File: src/rtl/sfr_master.sv
// Command/response bridge onto a simple SFR bus (address, write_data, we, re, read_data).
// Define SFR_MASTER_WRITE_VERIFY_EN to read back and compare every write.
module sfr_master #(
  parameter int ADDR_WIDTH   = 8,
  parameter int DATA_WIDTH   = 8,
  parameter int READ_LATENCY = 1
) (
  input  logic                  clk,
  input  logic                  reset,
  input  logic                  cmd_valid,
  output logic                  cmd_ready,
  input  logic                  cmd_write,
  input  logic [ADDR_WIDTH-1:0] cmd_addr,
  input  logic [DATA_WIDTH-1:0] cmd_wdata,
  output logic                  rsp_valid,
  input  logic                  rsp_ready,
  output logic                  rsp_write,
  output logic [DATA_WIDTH-1:0] rsp_rdata,
  output logic                  rsp_error,
  output logic [ADDR_WIDTH-1:0] address,
  output logic [DATA_WIDTH-1:0] write_data,
  output logic                  we,
  output logic                  re,
  input  logic [DATA_WIDTH-1:0] read_data
);

  typedef enum logic [2:0] {
    S_IDLE   = 3'd0,
    S_WRITE  = 3'd1,
    S_READ   = 3'd2,
    S_VERIFY = 3'd3,
    S_RESP   = 3'd4
  } state_e;

  // Counter reload: re is held for cnt_q+1 cycles.
  localparam logic [3:0] LAT_LAST = 4'(READ_LATENCY - 1);

  state_e                state_q;
  logic [3:0]            cnt_q;
  logic                  cmd_ready_q;
  logic                  rsp_valid_q;
  logic                  rsp_write_q;
  logic [DATA_WIDTH-1:0] rsp_rdata_q;
  logic [ADDR_WIDTH-1:0] address_q;
  logic [DATA_WIDTH-1:0] write_data_q;
  logic                  we_q;
  logic                  re_q;
`ifdef SFR_MASTER_WRITE_VERIFY_EN
  logic                  rsp_error_q;
`endif

  // Transaction FSM with all bus and response outputs registered.
  always_ff @(posedge clk or posedge reset) begin
    if (reset) begin
      state_q      <= S_IDLE;
      cnt_q        <= 4'd0;
      cmd_ready_q  <= 1'b0;
      rsp_valid_q  <= 1'b0;
      rsp_write_q  <= 1'b0;
      rsp_rdata_q  <= '0;
      address_q    <= '0;
      write_data_q <= '0;
      we_q         <= 1'b0;
      re_q         <= 1'b0;
`ifdef SFR_MASTER_WRITE_VERIFY_EN
      rsp_error_q  <= 1'b0;
`endif
    end else begin
      case (state_q)
        S_IDLE: begin
          if (cmd_valid && cmd_ready_q) begin
            cmd_ready_q  <= 1'b0;
            address_q    <= cmd_addr;
            write_data_q <= cmd_wdata;
            rsp_write_q  <= cmd_write;
            if (cmd_write) begin
              state_q <= S_WRITE;
              we_q    <= 1'b1;
            end else begin
              state_q <= S_READ;
              re_q    <= 1'b1;
              cnt_q   <= LAT_LAST;
            end
          end else begin
            cmd_ready_q <= 1'b1;
          end
        end
        S_WRITE: begin
          we_q <= 1'b0;
`ifdef SFR_MASTER_WRITE_VERIFY_EN
          state_q <= S_VERIFY;
          re_q    <= 1'b1;
          cnt_q   <= LAT_LAST;
`else
          state_q     <= S_RESP;
          rsp_valid_q <= 1'b1;
          rsp_rdata_q <= '0;
`endif
        end
        S_READ: begin
          if (cnt_q == 4'd0) begin
            re_q        <= 1'b0;
            rsp_rdata_q <= read_data;
            rsp_valid_q <= 1'b1;
            state_q     <= S_RESP;
          end else begin
            cnt_q <= cnt_q - 4'd1;
          end
        end
`ifdef SFR_MASTER_WRITE_VERIFY_EN
        S_VERIFY: begin
          if (cnt_q == 4'd0) begin
            re_q        <= 1'b0;
            rsp_rdata_q <= read_data;
            rsp_error_q <= (read_data != write_data_q);
            rsp_valid_q <= 1'b1;
            state_q     <= S_RESP;
          end else begin
            cnt_q <= cnt_q - 4'd1;
          end
        end
`endif
        S_RESP: begin
          // Ready is raised on retirement, so the next acceptance is one edge later.
          if (rsp_ready) begin
            rsp_valid_q <= 1'b0;
            cmd_ready_q <= 1'b1;
            state_q     <= S_IDLE;
          end else begin
            rsp_valid_q <= 1'b1;
          end
        end
        default: begin
          state_q     <= S_IDLE;
          we_q        <= 1'b0;
          re_q        <= 1'b0;
          rsp_valid_q <= 1'b0;
          cmd_ready_q <= 1'b0;
        end
      endcase
    end
  end

  assign cmd_ready  = cmd_ready_q;
  assign rsp_valid  = rsp_valid_q;
  assign rsp_write  = rsp_write_q;
  assign rsp_rdata  = rsp_rdata_q;
  assign address    = address_q;
  assign write_data = write_data_q;
  assign we         = we_q;
  assign re         = re_q;
`ifdef SFR_MASTER_WRITE_VERIFY_EN
  assign rsp_error  = rsp_error_q;
`else
  assign rsp_error  = 1'b0;
`endif

endmodule

File: config.mk
export PLATFORM = sky130hd
export DESIGN_NAME = sfr_master
export DESIGN_NICKNAME = d
export VERILOG_FILES = /design/src/rtl/sfr_master.sv
export SDC_FILE = /design/constraint.sdc
export NUM_CORES = 1
export LEC_CHECK = 0
export ABC_AREA = 1
export ABC_CLOCK_PERIOD_IN_PS = 1400
export BUFFER_PORTS_ARGS = -buffer_cell sky130_fd_sc_hd__buf_2
export CORE_ASPECT_RATIO = 1.75
export CORE_MARGIN = 4
export CORE_UTILIZATION = 40
export DETAILED_ROUTE_END_ITERATION = 8
export GPL_TIMING_DRIVEN = 1
export PLACE_DENSITY = 0.76
export REMOVE_ABC_BUFFERS = 1
export SLEW_MARGIN = 20
export SYNTH_ARGS = -nofsm -noshare
export SYNTH_HDL_FRONTEND = slang
export SYNTH_SLANG_ARGS = --single-unit
File: constraint.sdc
create_clock -name clk -period 1.4 [get_ports clk]
set_input_delay 0.28 -clock clk [delete_from_list [all_inputs] [get_ports clk]]
set_output_delay 0.28 -clock clk [all_outputs]
set_load 0.01 [all_outputs]
==> results of run 1 <==
==> state kept, by name (all words and copies together), names as in the netlist <==
| signal | flops |
|---|---|
| state_q | 3 |
| write_data | 8 |
| cmd_ready | 1 |
| re | 1 |
| address | 8 |
| rsp_rdata | 8 |
| rsp_valid | 1 |
| rsp_write | 1 |
| cnt_q | 4 |
| we | 1 |
==> layout make-up <==
cell class | count | share of cell area, %
Inverter | 12 | 2.487
Sequential cell | 36 | 42.63
Clock inverter | 2 | 0.6513
Multi-Input combinational cell | 137 | 31.62
Timing Repair Buffer | 62 | 15.87
Tap cell | 48 | 2.842
Clock buffer | 6 | 3.908
==> worst max-delay path: stages, from the launching register on <==
cell	delay, ns
dfrtp_1	0.48
nor2_4	0.22
nand2_4	0.10
nor2_8	0.14
buf_12	0.15
nand2_1	0.05
nand2_1	0.06
==> worst max path at each step <==
stage	depth (start not counted)	slack, ns	from	end
finish	6	0.13	state_q[1]	write_data[5]
global placement	6	0.16	state_q[2]	rsp_rdata[1]
detailed placement	6	0.13	state_q[2]	rsp_rdata[4]
global route	6	0.02	state_q[1]	write_data[5]
floorplan	6	0.17	state_q[1]	rsp_write
CTS	6	0.12	state_q[2]	rsp_rdata[4]
==> metrics by stage <==
step           hold slack, ns  utilization [%]  total power, W  area [um2]
3_5_place_dp           0.4193            51.17        0.003855        2017
5_1_grt                0.1121            53.62        0.004952        2113
4_1_cts               0.09709            53.62        0.004654        2113
3_3_place_gp           0.3984            51.17        0.003812        2017
6_report              0.07719            53.62        0.004578        2113
2_1_floorplan          0.3967                -        0.003068        1622
==> placed cells by master (no fill, tap or decap), types with 3 or more instances in the layout <==
| master | netlist | routed |
|---|---|---|
| buf_2 | 0 | 57 |
| nand2_2 | 12 | 12 |
| dfrtp_1 | 36 | 36 |
| nand3_1 | 19 | 19 |
| clkbuf_8 | 0 | 6 |
| buf_4 | 2 | 4 |
| inv_1 | 10 | 10 |
| nor2_1 | 9 | 9 |
| nand2_1 | 82 | 82 |
| nand2_4 | 3 | 3 |
==> where the power goes <==
group          internal, W  leakage [nW]  total (W)  switching [W]
logic             0.000802         0.737    0.00201        0.00121
registers          0.00147         0.461    0.00178       0.000306
clock network     0.000402        0.0516   0.000788       0.000386
==> logic make-up after synthesis <==
| group | Yosys count | synth area share, % |
|---|---|---|
| xor+xnor | 1 | 0.5288 |
| buf+inv | 15 | 5.287 |
| compound gates | 2 | 0.6043 |
| other cells | 1 | 0.2264 |
| simple gates | 131 | 37.46 |
| fa+ha+maj | 2 | 1.510 |
| flops | 36 | 54.38 |
==> layer usage <==
| metal | vias up | track usage, % | share of wire [%] |
|---|---|---|---|
| li1 | 708 | - | - |
| met1 | 637 | 13.42 | 36 |
| met2 | 43 | 27.70 | 55 |
| met3 | 7 | 3.453 | 5.7 |
| met4 | 0 | 8.911 | 3.0 |
| met5 | - | 0 | 0 |
==> impl_metrics.csv, run 1 <==
group,metric,value,unit
status,outcome,"finished, final reports clean",
route,firstDrtPassIters,4,
die,start_util,42.03,%
worst_setup_path,r2r_start,"state_q[1]",
global_routing,antenna_found_initial,0,
clock_tree,cts.sinks,36,
global_routing,grt_max_degree,37,
sta,finalCritPeriodShare,90.96,%
sta,setup_viol,0,
logic_synthesis,synthArstFlopShare,100.0,%
placement,place_hpwl,2.747,mm
clock_tree,clk_pin_slew,0.08,ns
logic_synthesis,synth_top_cells_by_count,"82 x nand2_1, 36 x dfrtp_1, 19 x nand3_1",
clock_tree,postCtsHoldBufs,0,
sta,rsz0062_at_grt,"no",
clock_tree,cts_tree,"yes",
sta,max_freq,0.7853,GHz
sta,hold_viol_final,0,
clock_tree,cts_buffers,5,
die,dieArea,0.005275,mm2
clock_tree,cts-resized-gates,0,
worst_setup_path,timing.rr.end,"write_data[5]",
power_and_ir_drop,p_leak,1.250,nW
final_layout,seq_area,900.9,um2
placement,dp_cells,295,
final_layout,diodes,0,
global_routing,grt_pass1_wl,5.947,mm
die,die_w,56.65,um
logic_synthesis,synthCells,188,
final_layout,multi_input_area,668.1,um2
die,fp-row-count,30,
clock_tree,post-cts-setup-buffer-count,0,
route,wirelength,3.511,mm
route,first_iter_violations,15,
placement,gp_congestion,0.8017,
sta,fin_crit,1.273,ns
final_layout,syn2layout_area_growth,27.57,%
logic_synthesis,yosys.area.top_type,"dfrtp_1",
global_routing,grt_pass1_vias,1433,
die,placeableCoreArea,0.003941,mm2
logic_synthesis,synthFlopType,"dfrtp_1",
power_and_ir_drop,power_density,2166,mW/mm2
power_and_ir_drop,worst_ir_drop_vdd,0.001188,V
worst_setup_path,r2r_setup_slack,0.13,ns
route,routed_via_density,4.604,
hold_path,hp-class,"primary input to async pin",
final_layout,num-fill-cells,388,
final_layout,drive_gt1_share,35.69,%
logic_synthesis,yosys.cell_types.count,20,
worst_setup_path,critPathRequiredTime,1.63,ns
worst_setup_path,worstSetupEndpointType,"flip-flop",
logic_synthesis,ys_seq_area_share,54.38,%
placement,port_buffers,57,
route,vias,1395,
logic_synthesis,synth_area_per_cell,8.812,um2
logic_synthesis,yosys-top-cells-area,"dfrtp_1 54%, nand2_1 19%, nand3_1 5.7%",
global_routing,grt_use_total,14.59,%
final_layout,nNetsFinal,285,
logic_synthesis,ys_ff_latch,36,
die,io_pins,59,
die,die_h,93.13,um
clock_tree,root_buffer,"clkbuf_8",
placement,pre_cts_slack,0.1343,ns
global_routing,grt.overflow.total,0,
route,wl_per_cell,11.59,um
sta,final_max_slew_viol_count,0,
route,ant_nets,0,
route,drc_errors,0,
worst_setup_path,setup.worst_path.class,"flip-flop to flip-flop",
sta,tns,0,ns
logic_synthesis,synth_area,0.001657,mm2
worst_setup_path,worstRegToRegCells,6,
logic_synthesis,synth_top_area_share,54.38,%
worst_setup_path,worstPathArrival,1.50,ns
worst_setup_path,start_kind,"flip-flop",
clock_tree,clockBufferDepth,2,
logic_synthesis,yosysMostFrequentCell,"nand2_1",
flow_run,max_cap_viol_count,0,
logic_synthesis,yosys_warnings,0,
sta,fin_skew,0.006671,ns
clock_tree,cts_max_level,2,
clock_tree,clk_latency,0.29,ns
logic_synthesis,synth_edf_count,0,
worst_setup_path,worst-path-max-fanout,16,
sta,setup_ws,0.1265,ns
final_layout,final_cells,303,
(Power assumes the default switching activity.)
==> run 2, diff against run 1 <==
--- a/config.mk
+++ b/config.mk
@@ -7,13 +7,13 @@
 export LEC_CHECK = 0
 export ABC_AREA = 1
 export ABC_CLOCK_PERIOD_IN_PS = 1400
-export BUFFER_PORTS_ARGS = -buffer_cell sky130_fd_sc_hd__buf_2
 export CORE_ASPECT_RATIO = 1.75
 export CORE_MARGIN = 4
-export CORE_UTILIZATION = 40
+export CORE_UTILIZATION = 39
 export DETAILED_ROUTE_END_ITERATION = 8
+export DONT_BUFFER_PORTS = 1
 export GPL_TIMING_DRIVEN = 1
-export PLACE_DENSITY = 0.76
+export PLACE_DENSITY = 0.63
 export REMOVE_ABC_BUFFERS = 1
 export SLEW_MARGIN = 20
 export SYNTH_ARGS = -nofsm -noshare
==> run 2 against run 1 <==
- design area decreased by 13%
- largest power group is now registers
- first-iteration DRC count rose to 3.0 times the previous value
- final cell count down 18%
==> impl_metrics.csv, run 2 (synthesized netlist as in run 1, its figures left out) <==
group,metric,value,unit
route,first_iter_violations,45,
sta,max_freq,0.7845,GHz
placement,gp_congestion,0.8394,
worst_setup_path,setup.worst_path.class,"flip-flop to flip-flop",
global_routing,grt.overflow.total,0,
sta,tns,0,ns
clock_tree,clockBufferDepth,2,
clock_tree,cts_buffers,5,
worst_setup_path,start_kind,"flip-flop",
route,routed_via_density,4.843,
flow_run,max_cap_viol_count,0,
power_and_ir_drop,p_int,0.002369,W
global_routing,grt_use_total,14.13,%
sta,fin_skew,0.005914,ns
sta,setup_viol,0,
final_layout,layout_commonest_cell,"nand2_1",
global_routing,gr-usage-met2,24.24,%
worst_setup_path,timing.rr.end,"address[1]",
global_routing,grt_most_used_layer,"met2",
sta,rsz0062_at_grt,"no",
worst_setup_path,crit_path_cell_trace,"nor2_4 -> nand2_4 -> nor2_8 -> inv_6 -> nand2_1 -> nand2_1",
worst_setup_path,r2r_setup_slack,0.13,ns
worst_setup_path,worstRegToRegCells,6,
global_routing,antenna_found_initial,1,
power_and_ir_drop,p_leak,1.012,nW
placement,place_hpwl,2.682,mm
route,wl_per_cell,14.04,um
route,firstDrtPassIters,4,
final_layout,syn2layout_area_growth,10.95,%
clock_tree,cts_tree,"yes",
global_routing,grt_max_degree,37,
die,dieArea,0.005395,mm2
worst_setup_path,cpMostUsedCell,"nand2_1",
power_and_ir_drop,comb_power_share,35.5,%
final_layout,drive_gt1_share,17.50,%
power_and_ir_drop,worst_ir_drop_vdd,0.0008825,V
placement,pre_cts_slack,0.09136,ns
route,vias,1206,
placement,port_buffers,0,
worst_setup_path,critPathRequiredTime,1.58,ns
die,fp-row-count,31,
clock_tree,cts.sinks,36,
worst_setup_path,crit_end,"address[1]",
route,ant_nets,0,
global_routing,met1_usage,14.45,%
final_layout,nNetsFinal,230,
clock_tree,clk_latency,0.29,ns
sta,finalCritPeriodShare,91.05,%
global_routing,grt_pass1_wl,5.940,mm
sta,setup_ws,0.1253,ns
clock_tree,clk_pin_slew,0.07,ns
die,placeableCoreArea,0.004111,mm2
power_and_ir_drop,clkPwrFrac,17.0,%
worst_setup_path,worstSetupEndpointType,"flip-flop",
route,wirelength,3.497,mm
power_and_ir_drop,netSwitchingFraction,43.46,%
die,start_util,40.29,%
die,die_h,94.22,um
power_and_ir_drop,power_density,2280,mW/mm2
power_and_ir_drop,switching_power,0.001821,W
worst_setup_path,worstPathArrival,1.46,ns
sta,hold_viol_final,0,
global_routing,gr-usage-met3,5.502,%
worst_setup_path,worst-path-max-fanout,17,
worst_setup_path,r2r_start,"state_q[1]",
status,outcome,"finished, final reports clean",
final_layout,diodes,0,
route,drc_errors,0,
worst_setup_path,worstSetupStartpoint,"state_q[1]",
sta,fin_crit,1.275,ns
clock_tree,post-cts-setup-buffer-count,0,
clock_tree,cts_max_level,2,
power_and_ir_drop,seq_power_share,47.4,%
worst_setup_path,critPathMaxStageDelay,0.46,ns
final_layout,layout_common_cells,"82 x nand2_1, 36 x dfrtp_1, 19 x nand3_1",
sta,final_max_slew_viol_count,0,
hold_path,hp-class,"primary input to flip-flop",
die,io_pins,59,
die,die_w,57.27,um
worst_setup_path,cp_slowest_cell,"dfrtp_1",
clock_tree,root_buffer,"clkbuf_8",
global_routing,grt_pass1_vias,1256,
==> run 2: through the flow <==
stage	utilization (%)	cell area, um2	cells	hold WS (ns)	power, W
finish	44.70	1838	249	0.1082	0.004191
global route	44.70	1838	249	0.1011	0.004569
CTS	44.70	1838	249	0.1027	0.004274
detailed placement	42.33	1740	240	0.3096	0.003535
global placement	42.33	1740	240	0.3055	0.003486
floorplan	-	1622	185	0.3967	0.003068
==> run 2: layout make-up <==
type	instances	area, um2
fill	424	2273
sequential	36	900.9
multi-input combinational	137	668.1
clock buffer	5	68.82
timing repair buffer	7	67.56
tap	49	61.31
inverter	12	52.55
clock inverter	3	18.77
==> run 2: layer usage <==
metal / up-vias / routed length (um) / share of wire, %
met4: 2 / 112 / 3.2
li1: 602 / - / -
met5: - / 14 / 0.40
met2: 46 / 1883 / 54
met1: 545 / 1167 / 33
met3: 11 / 318 / 9.1
==> run 2: critical path, delay by kind of cell (launching register included) <==
kind,cells,cell delay (ns)
and+or+nand+nor,5,0.60
DFF,1,0.46
buffers and inverters,1,0.11
==> run 2: power by group through the flow <==
stage	Clock [W]	Sequential (W)	Combinational, W
after floorplan	0	0.00194	0.00112
after global placement	0	0.00201	0.00148
after detailed placement	0	0.00202	0.00152
after CTS	0.000750	0.00200	0.00152
after global routing	0.000794	0.00205	0.00173
final	0.000713	0.00199	0.00149
==> run 2: repair_timing <==
action                                  4_1_cts  5_1_grt
hold endpoints to repair                     21        0
hold buffers                                  1        0
endpoints found under the setup margin        0        1
resized for setup                             0        0
==> run 2: worst min-delay path by stage <==
stage          slack [ns]            end  depth (start not counted)        start
2_1_floorplan        0.40     address[0]                          2  cmd_addr[0]
3_3_place_gp         0.31     address[4]                          2        reset
3_5_place_dp         0.31  write_data[2]                          2        reset
4_1_cts              0.10     address[7]                          2  cmd_addr[7]
5_1_grt              0.10     address[7]                          2  cmd_addr[7]
6_report             0.11     address[1]                          2  cmd_addr[1]
